**src/rtl/regfile_cc.sv**
```systemverilog
// Register file R0-R7 with NZP condition codes and branch-enable flag for the eLC-3 datapath.
// Latency: reads are combinational, writes/NZP/BEN land on the next rising Clk. No backpressure.
// Optional REGFILE_BYPASS_EN: write-through of BUS to a read port addressing DR while LD_REG is high.
module regfile_cc #(
    parameter int DATA_W   = 16,
    parameter int NUM_REGS = 8
) (
    input  logic              Clk,
    input  logic              Reset,
    input  logic [DATA_W-1:0] BUS,
    input  logic              LD_REG,
    input  logic [2:0]        DR,
    input  logic [2:0]        SR1,
    input  logic [2:0]        SR2,
    input  logic              LD_CC,
    input  logic              LD_BEN,
    input  logic [2:0]        IR_NZP,
    output logic [DATA_W-1:0] SR1_OUT,
    output logic [DATA_W-1:0] SR2_OUT,
    output logic [2:0]        NZP,
    output logic              BEN
);

    localparam logic [2:0] CC_N = 3'b100;
    localparam logic [2:0] CC_Z = 3'b010;
    localparam logic [2:0] CC_P = 3'b001;

    logic [DATA_W-1:0] regs [NUM_REGS];
    logic [2:0]        nzp_q;
    logic [2:0]        nzp_nxt;
    logic              ben_q;
    logic              ben_nxt;
    logic [DATA_W-1:0] sr1_stored;
    logic [DATA_W-1:0] sr2_stored;

    always_ff @(posedge Clk or posedge Reset) begin
        if (Reset) begin
            for (int i = 0; i < NUM_REGS; i++) begin
                regs[i] <= '0;
            end
        end else if (LD_REG) begin
            regs[DR] <= BUS;
        end
    end

    // Sign bit wins, so the decode is one-hot by construction.
    always_comb begin
        nzp_nxt = CC_P;
        if (BUS[DATA_W-1]) begin
            nzp_nxt = CC_N;
        end else if (BUS == '0) begin
            nzp_nxt = CC_Z;
        end
    end

    // BEN samples nzp_q before it moves, so a same-edge LD_CC is not seen.
    assign ben_nxt = |(IR_NZP & nzp_q);

    always_ff @(posedge Clk or posedge Reset) begin
        if (Reset) begin
            nzp_q <= CC_Z;
            ben_q <= 1'b0;
        end else begin
            if (LD_CC) begin
                nzp_q <= nzp_nxt;
            end
            if (LD_BEN) begin
                ben_q <= ben_nxt;
            end
        end
    end

    assign sr1_stored = regs[SR1];
    assign sr2_stored = regs[SR2];

`ifdef REGFILE_BYPASS_EN
    assign SR1_OUT = (LD_REG && (SR1 == DR)) ? BUS : sr1_stored;
    assign SR2_OUT = (LD_REG && (SR2 == DR)) ? BUS : sr2_stored;
`else
    assign SR1_OUT = sr1_stored;
    assign SR2_OUT = sr2_stored;
`endif

    assign NZP = nzp_q;
    assign BEN = ben_q;

endmodule

```
**config.mk**
```make
export PLATFORM = sky130hd
export DESIGN_NAME = regfile_cc
export DESIGN_NICKNAME = d
export VERILOG_FILES = /design/src/rtl/regfile_cc.sv
export SDC_FILE = /design/constraint.sdc
export NUM_CORES = 1
export LEC_CHECK = 0
export BUFFER_PORTS_ARGS = -buffer_cell sky130_fd_sc_hd__buf_2
export CORE_MARGIN = 3
export CORE_UTILIZATION = 48
export DETAILED_ROUTE_END_ITERATION = 10
export PLACE_DENSITY = 0.69
export SLEW_MARGIN = 20
export SYNTH_ARGS = -nofsm -noshare
export SYNTH_HDL_FRONTEND = slang
export SYNTH_SLANG_ARGS = --single-unit
```
**constraint.sdc**
```tcl
create_clock -name Clk -period 4.1 [get_ports Clk]
set_input_delay 0 -clock Clk [delete_from_list [all_inputs] [get_ports Clk]]
set_output_delay 0 -clock Clk [all_outputs]
set_load 0.02 [all_outputs]
```
==> reports/results.ini <==
[final_layout]
fin_util_pct=57.25
nFillCells=1127
drive_above_1_share_pct=59.84
syn2layout_area_growth_pct=16.55
num-nets-final=528
num_antenna_cells=0

[global_route]
track_usage_pct=21.18
antenna_found_initial=0
grt-ovfl-total=0
grt_pass1_vias=4497
grt_pass1_wl_mm=25.83
grt_start_max_net_pins=51

[worst_setup_path]
cp.arrival_ns=1.93
crit_type=in2out
cp-startpoint=SR2[0]
end_kind=output pin
rr_startpoint=NZP[0]
start_kind=input pin
worstPathMaxFanout=20
required_ns=4.10

[clock_tree]
cts_buffers=17
clkTransAtPathRegs_ns=0.05
cts_resized=0
clk_latency_ns=0.42
htree_levels=4
clock_sinks=132
cts_max_path_buffers=2
clock-root-buffer=clkbuf_16
cts_tree=done

[placed_design]
globalplace.congestion=0.7649
place.port_buffers=68
preCtsSetupSlack_ns=2.156
hpwl_mm=10.18

[power]
p_int_mw=3.222
sequentialPowerShare_pct=40.8
switching_share_pct=26.74
ir_worst_vdd_mv=0.3380
combPwrFrac_pct=23.7
leakagePower_nw=3.594
p_switching_mw=1.176
clockPowerShare_pct=35.5
p_per_area_nw_per_um2=526.6
power.total_mw=4.398

[routing]
firstDrtPassIters=4
drc=0
wl_mm=16.52
via_per_inst=6.184
vias=4279
initialDrtViolationCount=257
wl_per_cell_um=23.88
ant_nets=0

[sta]
setup_viol=0
worst_slew_pin_slew_ns=1.148
skew_ns=0.0004759
fmax_mhz=517.8
fin_tns_setup_ns=0
post-route-period-util_pct=47.11
setup_ws_ns=2.169
period_needed_ns=1.931
rsz0062_at_grt=false
hold_violations=0
slew_violations=0
slew_headroom_pct=23.21

[synthesis]
synthFlopType=dfrtp_1
synthCells=415
synth_edf_count=0
synth_top_area_share_pct=45.75
synth_fa_ha_area_share_pct=0
synth_nets=448
yosys_warnings=0
synth.area.top_cells=dfrtp_1 (46%), mux2_2 (25%), mux4_1 (12%)
synth_top_family_by_area=multiplexers
yosys_register_bits=132
ys_seq_area_share_pct=46.11
synth_area_um2=7166
async_reset_ff_share_pct=100.0
yosys.area_share.simple_pct=2.602
synth_compound_area_share_pct=0.5064
synth_area_per_cell_um2=17.27
yosys.area.top_type=dfrtp_1
synthXorXnorAreaFrac_pct=0
muxShareOfSynthArea_pct=47.09
yosys.cell_types.count=28

[floorplanning]
die_y_um=128.2
rows=44
die_w_um=128.2
core_area_um2=14590
dieArea_um2=16430
start_util_pct=49.12
pin_count=69

[status]
outcome=finished, final reports clean

[job]
maxCapViolations=0

[worst_hold_path]
holdCritStartpoint=DR[0]
min_path_type=in2reg

## critical path, cell delays in order
cell and delay [ns]:
buf_2 0.50, buf_4 0.38, mux4_1 0.59, mux2_2 0.27, buf_2 0.16
## kinds of logic (layout without fill, tap and decap cells)
| kind of cell | Yosys count | after routing |
|---|---|---|
| multiplexers | 225 | 225 |
| flip-flops | 132 | 132 |
| buffers and inverters | 36 | 129 |
| AND/OR/NAND/NOR | 17 | 17 |
| AO/OA/AOI/OAI | 5 | 5 |
## layout by cell type (no fill, tap or decap)
master	count
nand4_1	1
dfstp_2	1
nand2_1	1
a222oi_1	1
o21ai_0	1
mux4_2	32
clkbuf_1	2
nand4_2	1
nor3b_4	2
dfrtp_1	131
mux2_1	4
bufinv_16	3
buf_8	1
buf_2	68
clkbuf_16	17
mux4_1	32
inv_1	2
clkbuf_8	4
nand2b_1	1
inv_4	1
nor2_1	1
nand4b_2	3
mux2_2	157
nor4_1	4
o22ai_1	1
nand2b_4	1
nor3_4	2
a41o_1	1
clkinv_2	4
buf_4	5
a21oi_1	1
dlygate4sd3_1	20
clkinvlp_4	2
## stage by stage
step	area [um^2]	hold WS, ns	cells
finish	8352	0.2037	692
global route	8352	0.2381	692
CTS	8352	0.1866	692
detailed placement	7538	0.1359	640
global placement	7523	0.1160	639
floorplan	7166	0.06432	415
## area by class of cell
type | count | area (um^2) | area share [%]
Multi-Input combinational cell | 247 | 3597 | 43.07
Sequential cell | 132 | 3304 | 39.57
Timing Repair Buffer | 94 | 593.1 | 7.101
Clock buffer | 23 | 488.0 | 5.843
Tap cell | 184 | 230.2 | 2.757
Clock inverter | 9 | 125.1 | 1.498
Inverter | 3 | 13.76 | 0.1648
## synth_stat cells (2+ instances only)
cell type and n:
mux2_2 157, dfrtp_1 131, mux4_1 32, mux4_2 32, buf_6 11, buf_2 10
buf_4 6, mux2_1 4, nor4_1 4, clkbuf_1 3, inv_1 3, nand4b_2 3
buf_1 2, nor3_4 2, nor3b_4 2
## power by group through the flow
stage | combinational [mW] | sequential (mW) | clock (mW)
finish | 1.04 | 1.79 | 1.56
global route | 1.12 | 1.83 | 1.65
CTS | 1.06 | 1.79 | 1.58
detailed placement | 1.04 | 1.81 | 0
global placement | 1.01 | 1.78 | 0
floorplan | 0.824 | 1.73 | 0
## flip-flops by register name (all words and copies together) (netlist names)
name  cells
BEN       1
NZP       3
regs    128
## metal layers
| layer | share of wire, % | GRT usage (%) | wire length [um] |
|---|---|---|---|
| met5 | 0 | 0 | 0 |
| met4 | 1.3 | 6.367 | 209 |
| met3 | 3.7 | 3.708 | 618 |
| met2 | 52 | 35.64 | 8616 |
| met1 | 43 | 28.29 | 7080 |
## final timing paths
kind                              end  slack, ns  depth (start not counted)
setup / recovery           SR2_OUT[6]       2.17                          5
hold / removal               regs[96]       0.20                          4
setup reg to reg                  BEN       2.59                          3
hold reg to reg              regs[99]       0.50                          1
max in group asynchronous     regs[8]       2.89                          4
min in group asynchronous    regs[49]       0.22                          3
## timing repair
item | in CTS | in global routing
buffers inserted | 0 | 0
hold endpoints to repair | 179 | 0
hold buffers | 20 | 0
(Power assumes the default switching activity.)
